--- src/rtl/posit_encode_pipe.sv ---
// Three-stage posit encoder: decode scale factor into regime/exponent, assemble the
// shifted magnitude bitstring, then round, saturate and pack into a WIDTH-bit posit.
module posit_encode_pipe #(
  parameter int WIDTH  = 16,
  parameter int EXP    = 2,
  parameter int FRAC_W = 2*(WIDTH-3-EXP)+1,
  parameter int SF_W   = $clog2(WIDTH)+EXP+2
) (
  input  logic              clk_i,
  input  logic              rstn,
  input  logic              in_vld_i,
  output logic              in_rdy_o,
  input  logic              sign_i,
  input  logic [SF_W-1:0]   sf_i,
  input  logic [FRAC_W-1:0] frac_i,
  input  logic              nzero_i,
  input  logic              ovf_i,
  input  logic              udf_i,
  input  logic              nar_i,
  input  logic              rnd_mode_i,
  input  logic              ovf_mode_i,
  output logic              out_vld_o,
  input  logic              out_rdy_i,
  output logic [WIDTH-1:0]  posit_o,
  output logic              inexact_o
);

  localparam int WTMP  = WIDTH+EXP+FRAC_W+1;
  localparam int RUN_W = $clog2(WIDTH+1);
  localparam logic signed [SF_W-1:0] K_MAX = SF_W'(WIDTH-2);
  localparam logic signed [SF_W-1:0] K_MIN = -K_MAX;

  typedef enum logic [2:0] {
    CLS_NORM = 3'd0,
    CLS_NAR  = 3'd1,
    CLS_OVF  = 3'd2,
    CLS_UDF  = 3'd3,
    CLS_ZERO = 3'd4,
    CLS_MIN  = 3'd5
  } cls_t;

  // Handshake: a beat moves on when valid & ready are both high on a rising edge.
  // All stages advance together on en; en depends only on the output register and
  // out_rdy_i, so there is no combinational path from the input side to the output.
  logic en;
  assign en       = ~out_vld_o | out_rdy_i;
  assign in_rdy_o = en;

  // ---------------- S1: decode ----------------
  logic signed [SF_W-1:0] k_s;
  cls_t                   cls_d;
  logic [RUN_W-1:0]       run_d;

  always_comb begin
    k_s   = $signed(sf_i) >>> EXP;
    cls_d = CLS_NORM;
    run_d = '0;
    if (nar_i)              cls_d = CLS_NAR;
    else if (ovf_i)         cls_d = CLS_OVF;
    else if (udf_i)         cls_d = CLS_UDF;
    else if (!nzero_i)      cls_d = CLS_ZERO;
    else if (k_s > K_MAX)   cls_d = CLS_OVF;
    else if (k_s < K_MIN)   cls_d = CLS_MIN;
    // run length includes the terminating bit
    if (!k_s[SF_W-1]) run_d = RUN_W'(k_s + SF_W'(2));
    else              run_d = RUN_W'(SF_W'(1) - k_s);
  end

  logic              s1_vld;
  logic              s1_sign;
  cls_t              s1_cls;
  logic              s1_kneg;
  logic [RUN_W-1:0]  s1_run;
  logic [EXP-1:0]    s1_e;
  logic [FRAC_W-1:0] s1_frac;
  logic              s1_rnd;
  logic              s1_ovfm;

  always_ff @(posedge clk_i or negedge rstn) begin
    if (!rstn) begin
      s1_vld  <= 1'b0;
      s1_sign <= 1'b0;
      s1_cls  <= CLS_ZERO;
      s1_kneg <= 1'b0;
      s1_run  <= '0;
      s1_e    <= '0;
      s1_frac <= '0;
      s1_rnd  <= 1'b0;
      s1_ovfm <= 1'b0;
    end else if (en) begin
      s1_vld  <= in_vld_i;
      s1_sign <= sign_i;
      s1_cls  <= cls_d;
      s1_kneg <= k_s[SF_W-1];
      s1_run  <= run_d;
      s1_e    <= sf_i[EXP-1:0];
      s1_frac <= frac_i;
      s1_rnd  <= rnd_mode_i;
      s1_ovfm <= ovf_mode_i;
    end
  end

  // ---------------- S2: assemble ----------------
  // The terminating regime bit leads the word; shifting by run-1 places it at the
  // end of the run, and for k >= 0 the vacated top bits are filled with ones.
  logic [RUN_W-1:0] sh;
  logic [WTMP-1:0]  base;
  logic [WTMP-1:0]  fill;
  logic [WTMP-1:0]  bits_d;

  always_comb begin
    sh     = s1_run - RUN_W'(1);
    base   = {s1_kneg, s1_e, s1_frac, {WIDTH{1'b0}}};
    fill   = s1_kneg ? '0 : ~({WTMP{1'b1}} >> sh);
    bits_d = (base >> sh) | fill;
  end

  logic            s2_vld;
  logic            s2_sign;
  cls_t            s2_cls;
  logic [WTMP-1:0] s2_bits;
  logic            s2_rnd;
  logic            s2_ovfm;

  always_ff @(posedge clk_i or negedge rstn) begin
    if (!rstn) begin
      s2_vld  <= 1'b0;
      s2_sign <= 1'b0;
      s2_cls  <= CLS_ZERO;
      s2_bits <= '0;
      s2_rnd  <= 1'b0;
      s2_ovfm <= 1'b0;
    end else if (en) begin
      s2_vld  <= s1_vld;
      s2_sign <= s1_sign;
      s2_cls  <= s1_cls;
      s2_bits <= bits_d;
      s2_rnd  <= s1_rnd;
      s2_ovfm <= s1_ovfm;
    end
  end

  // ---------------- S3: round and pack ----------------
  logic [WIDTH-2:0] kept;
  logic             guard;
  logic             sticky;
  logic             rnd_up;
  logic [WIDTH-2:0] mag;
  logic             neg;
  logic             is_nar;
  logic             ix_d;
  logic [WIDTH-1:0] word;

  always_comb begin
    kept   = s2_bits[WTMP-1 -: WIDTH-1];
    guard  = s2_bits[WTMP-WIDTH];
    sticky = |s2_bits[WTMP-WIDTH-1:0];
    // an all-ones magnitude is maxpos; rounding must not carry into the sign bit
    rnd_up = ~s2_rnd & guard & (kept[0] | sticky) & ~(&kept);
    mag    = kept + (WIDTH-1)'(rnd_up);
    neg    = s2_sign;
    is_nar = 1'b0;
    ix_d   = guard | sticky;
    case (s2_cls)
      CLS_NORM: ;
      CLS_NAR: begin
        is_nar = 1'b1;
        ix_d   = 1'b0;
      end
      CLS_OVF: begin
        is_nar = s2_ovfm;
        mag    = '1;
        ix_d   = 1'b1;
      end
      CLS_MIN: begin
        mag  = (WIDTH-1)'(1);
        ix_d = 1'b1;
      end
      CLS_UDF: begin
        mag  = '0;
        neg  = 1'b0;
        ix_d = 1'b1;
      end
      default: begin
        mag  = '0;
        neg  = 1'b0;
        ix_d = 1'b0;
      end
    endcase
    word = {1'b0, mag};
    if (neg)    word = -word;
    if (is_nar) word = {1'b1, {(WIDTH-1){1'b0}}};
  end

  always_ff @(posedge clk_i or negedge rstn) begin
    if (!rstn) begin
      out_vld_o <= 1'b0;
      posit_o   <= '0;
      inexact_o <= 1'b0;
    end else if (en) begin
      out_vld_o <= s2_vld;
      posit_o   <= word;
      inexact_o <= ix_d;
    end
  end

endmodule

--- config.mk ---
export PLATFORM = sky130hd
export DESIGN_NAME = posit_encode_pipe
export DESIGN_NICKNAME = d
export VERILOG_FILES = /design/src/rtl/posit_encode_pipe.sv
export SDC_FILE = /design/constraint.sdc
export NUM_CORES = 1
export LEC_CHECK = 0
export ABC_AREA = 0
export BUFFER_PORTS_ARGS = -buffer_cell sky130_fd_sc_hd__buf_2
export CAP_MARGIN = 10
export CORE_ASPECT_RATIO = 1.75
export CORE_MARGIN = 8
export CORE_UTILIZATION = 53
export DETAILED_ROUTE_END_ITERATION = 8
export PLACE_DENSITY = 0.75
export SLEW_MARGIN = 20
export SYNTH_ARGS = -nofsm -noshare
export SYNTH_HDL_FRONTEND = slang
export SYNTH_SLANG_ARGS = --single-unit
--- constraint.sdc ---
create_clock -name clk_i -period 5.4 [get_ports clk_i]
set_input_delay 0.27 -clock clk_i [delete_from_list [all_inputs] [get_ports clk_i]]
set_output_delay 0.27 -clock clk_i [all_outputs]
set_load 0.02 [all_outputs]
==> results.cfg <==
[outcome]
status = finished, final reports clean

[finish]
fin_util_pct = 59.1
area_growth_pct = 8.89
design_area_um2 = 7640
nNetsFinal = 886
multi_input_area_um2 = 4080
drive_above_1_share_pct = 16.9
stdcell_count = 1010
regArea_um2 = 2630
fill_cells = 1197
antennaDiodeCount = 0

[global_route]
antenna_found_initial = 0
grt_max_degree = 117
grt_pass1_vias = 6025
grt_first_pass_wirelength_mm = 31.4
grt_overflow = 0
grtUsageTotal_pct = 23.6

[die]
die_area_um2 = 17300
initial_utilization_pct = 54.3
die_y_um = 168
core_area_um2 = 12900
rows = 55
io_pins = 61
die_x_um = 103

[power]
power.share.switching_pct = 48.8
peakVddDrop_uv = 262
finalPower_mw = 4.82
pwr_density_cell_nw_per_um2 = 630
internal_power_mw = 2.47
leakage_nw = 3.33
power.share.combinational_pct = 57.2
clkPwrFrac_pct = 13.5
switchingPower_mw = 2.35
p_seq_share_pct = 29.4

[place]
dp_cells = 993
place_congestion = 0.946
hpwl_mm = 14.5
pre_cts_ws_ns = 1.56
placed_area_um2 = 7340
io_buffers = 60

[clock_network]
hold_buffers = 1
clk_path_buf_depth = 2
cts_setup_buffers = 0
cts_root_buf = clkbuf_16
cts_tree = built
clkLatencyLatePin_ns = 0.36
htree_levels = 3
cts.repair.resized = 0
cts_sinks = 105
numCtsBuffers = 9
clk_pin_slew_worst_paths_ns = 0.08

[synthesis]
synth_ff_type = dfrtp_1
ys_seq_area_share_pct = 37.5
netlist.area_leader.share_pct = 36.7
synthMuxAreaShare_pct = 12.7
ys_types = 75
synth_compound_area_share_pct = 17.5
synth_top_family_by_area = simple AND/OR/NAND/NOR gates
yosysTopAreaCell = dfrtp_1
yosys_warnings = 0
ys_ff_latch = 105
yosys.area_share.adder_pct = 1.78
syn_area_per_cell_um2 = 8.62
synth_edf_count = 0
synth_xor_area_share_pct = 3.24
synth_cells = 814
syn-cell-area_um2 = 7020
synth.area.top_cells = dfrtp_1 37%, nand2_1 9.6%, mux4_2 6.1%, mux2i_1 4.8%, a21oi_1 4.4%
syn_nets = 866
synthSimpleGateAreaFrac_pct = 22.4
synth_async_sr_flop_share_pct = 100

[timing]
fmax_ghz = 0.258
post-route-period-util_pct = 71.7
drv_slew = 0
finClkSkew_ns = 0.0101
max-slew-margin-rel_pct = 29.1
fin_ws_ns = 1.53
setup_violations = 0
timing_worst_slew_pin_value_ns = 1.06
hold_viol = 0
rsz0062_at_grt = false
hold_ws_ns = 0.105
fin_tns_setup_ns = 0
fin_crit_ns = 3.87

[detailed_routing]
wl_mm = 19.6
viasPerCell = 6.04
avgRoutedWirePerCell_um = 19.4
antenna_left = 0
drtIter0Drc = 410
drc = 0
num_vias = 6097
drt_first_pass_iters = 5

[critical_path]
crit_fanout = 5
critPathLaunch = s2_bits[7]$_DFFE_PN0P_
setup.worst_path.end = posit_o[14]$_DFFE_PN0P_
crit_path_end_kind = register
crit_required_ns = 5.66
reg2regPathDepth = 14
reg2reg_to = posit_o[14]$_DFFE_PN0P_
r2r_start = s2_bits[7]$_DFFE_PN0P_
startpoint_type = register
path_class = reg2reg
rrSetupSlack_ns = 1.53
cp.arrival_ns = 4.13

[hold_path]
hold_path.class = in2reg

[run]
cap_violations = 0
-- cell usage after synthesis, drive strengths merged (2+ instances only) --
| master | number |
|---|---|
| and4 | 2 |
| ha | 10 |
| o21bai | 3 |
| o31ai | 7 |
| nor2b | 6 |
| o21ai | 66 |
| nand4 | 12 |
| a311oi | 3 |
| or4 | 6 |
| xor2 | 9 |
| nand2b | 7 |
| a21o | 3 |
| o311ai | 2 |
| xnor2 | 17 |
| a221oi | 5 |
| dfstp | 2 |
| inv | 11 |
| a211o | 2 |
| o221ai | 3 |
| nor4 | 13 |
| buf | 24 |
| mux2 | 10 |
| nor2 | 68 |
| and2 | 4 |
| clkbuf | 38 |
| or3 | 4 |
| a31oi | 12 |
| nor3b | 3 |
| mux2i | 35 |
| nand3 | 15 |
| a22o | 3 |
| a211oi | 8 |
| nor3 | 12 |
| a21oi | 62 |
| nand2 | 179 |
| or2 | 2 |
| o211ai | 7 |
| dfrtp | 103 |
| o21a | 3 |
| mux4 | 19 |
-- registers in the layout, indices dropped and copies added (netlist names) --
| signal | flops |
|---|---|
| s1_run | 5 |
| out_vld_o | 1 |
| s2_ovfm | 1 |
| s1_cls | 3 |
| posit_o | 16 |
| inexact_o | 1 |
| s2_cls | 3 |
| s2_rnd | 1 |
| s2_vld | 1 |
| s1_frac | 23 |
| s1_ovfm | 1 |
| s1_vld | 1 |
| s1_sign | 1 |
| s2_sign | 1 |
| s1_rnd | 1 |
| s1_kneg | 1 |
| s2_bits | 42 |
| s1_e | 2 |
-- layout by cell type, fill, tap and decap left out, types with 7 or more instances in the layout --
cell type,instances
nand2_1,179
dfrtp_1,102
nor2_1,68
a21oi_1,62
buf_2,59
o21ai_0,38
mux2i_1,34
o21ai_1,28
mux4_2,19
xnor2_1,16
nand3_1,12
nand4_1,11
a31oi_1,11
nor4_1,10
nor3_1,10
mux2_2,10
ha_1,10
buf_4,10
inv_1,9
clkbuf_16,9
a211oi_1,8
xor2_1,7
o31ai_1,7
-- how the worst min path moves through the flow --
stage	cells past startpoint	startpoint	slack, ns	endpoint
final	3	in_vld_i	0.10	s1_vld$_DFFE_PN0P_
after global placement	1	rstn	0.34	posit_o[9]$_DFFE_PN0P_
after CTS	3	rnd_mode_i	0.1	s1_rnd$_DFFE_PN0P_
after floorplan	0	rstn	-0.03	inexact_o$_DFFE_PN0P_
after detailed placement	1	rstn	0.35	posit_o[13]$_DFFE_PN0P_
after global routing	3	frac_i[10]	0.11	s1_frac[10]$_DFFE_PN0P_
-- power groups by stage --
stage	sequential (mW)	combinational, mW	clock [mW]
2_1_floorplan	1.35	2.09	0
5_1_grt	1.45	3.02	0.686
3_3_place_gp	1.40	2.69	0
6_report	1.42	2.76	0.649
4_1_cts	1.41	2.73	0.654
3_5_place_dp	1.43	2.72	0
-- layout make-up --
| class | instances | area share [%] |
|---|---|---|
| Clock buffer | 10 | 3.00 |
| Clock inverter | 6 | 0.802 |
| Inverter | 11 | 0.540 |
| Multi-Input combinational cell | 636 | 53.3 |
| Sequential cell | 105 | 34.4 |
| Tap cell | 171 | 2.80 |
| Timing Repair Buffer | 71 | 5.12 |
-- critical path, stage by stage, from the launching register on --
cell,delay [ns]
dfrtp_1,0.37
or4_1,0.51
nor4_1,0.28
nand4_1,0.15
o21ai_0,0.17
nor3b_1,0.09
ha_1,0.26
xor2_1,0.18
o21ai_0,0.27
ha_1,0.23
nand4_1,0.17
nor4_4,0.42
nand3_1,0.10
or4b_1,0.49
o311ai_1,0.10
-- cells by family (layout without fill, tap and decap cells) --
group / count (synthesis) / in the layout
adder cells (fa/ha/maj): 10 / 10
buffers and inverters: 73 / 98
XOR/XNOR: 26 / 26
flip-flops: 105 / 105
multiplexers: 64 / 64
AND/OR/NAND/NOR: 337 / 337
AO/OA/AOI/OAI: 199 / 199
-- metal layers --
layer	wire length [um]	GRT usage (%)	part of all wire, %
met5	0	0	0
met2	10600	42.4	54
met3	588	2.60	3.0
met1	7120	24.1	36
met4	1300	16.8	6.6
Note: power is estimated with default switching activity, not from simulation.
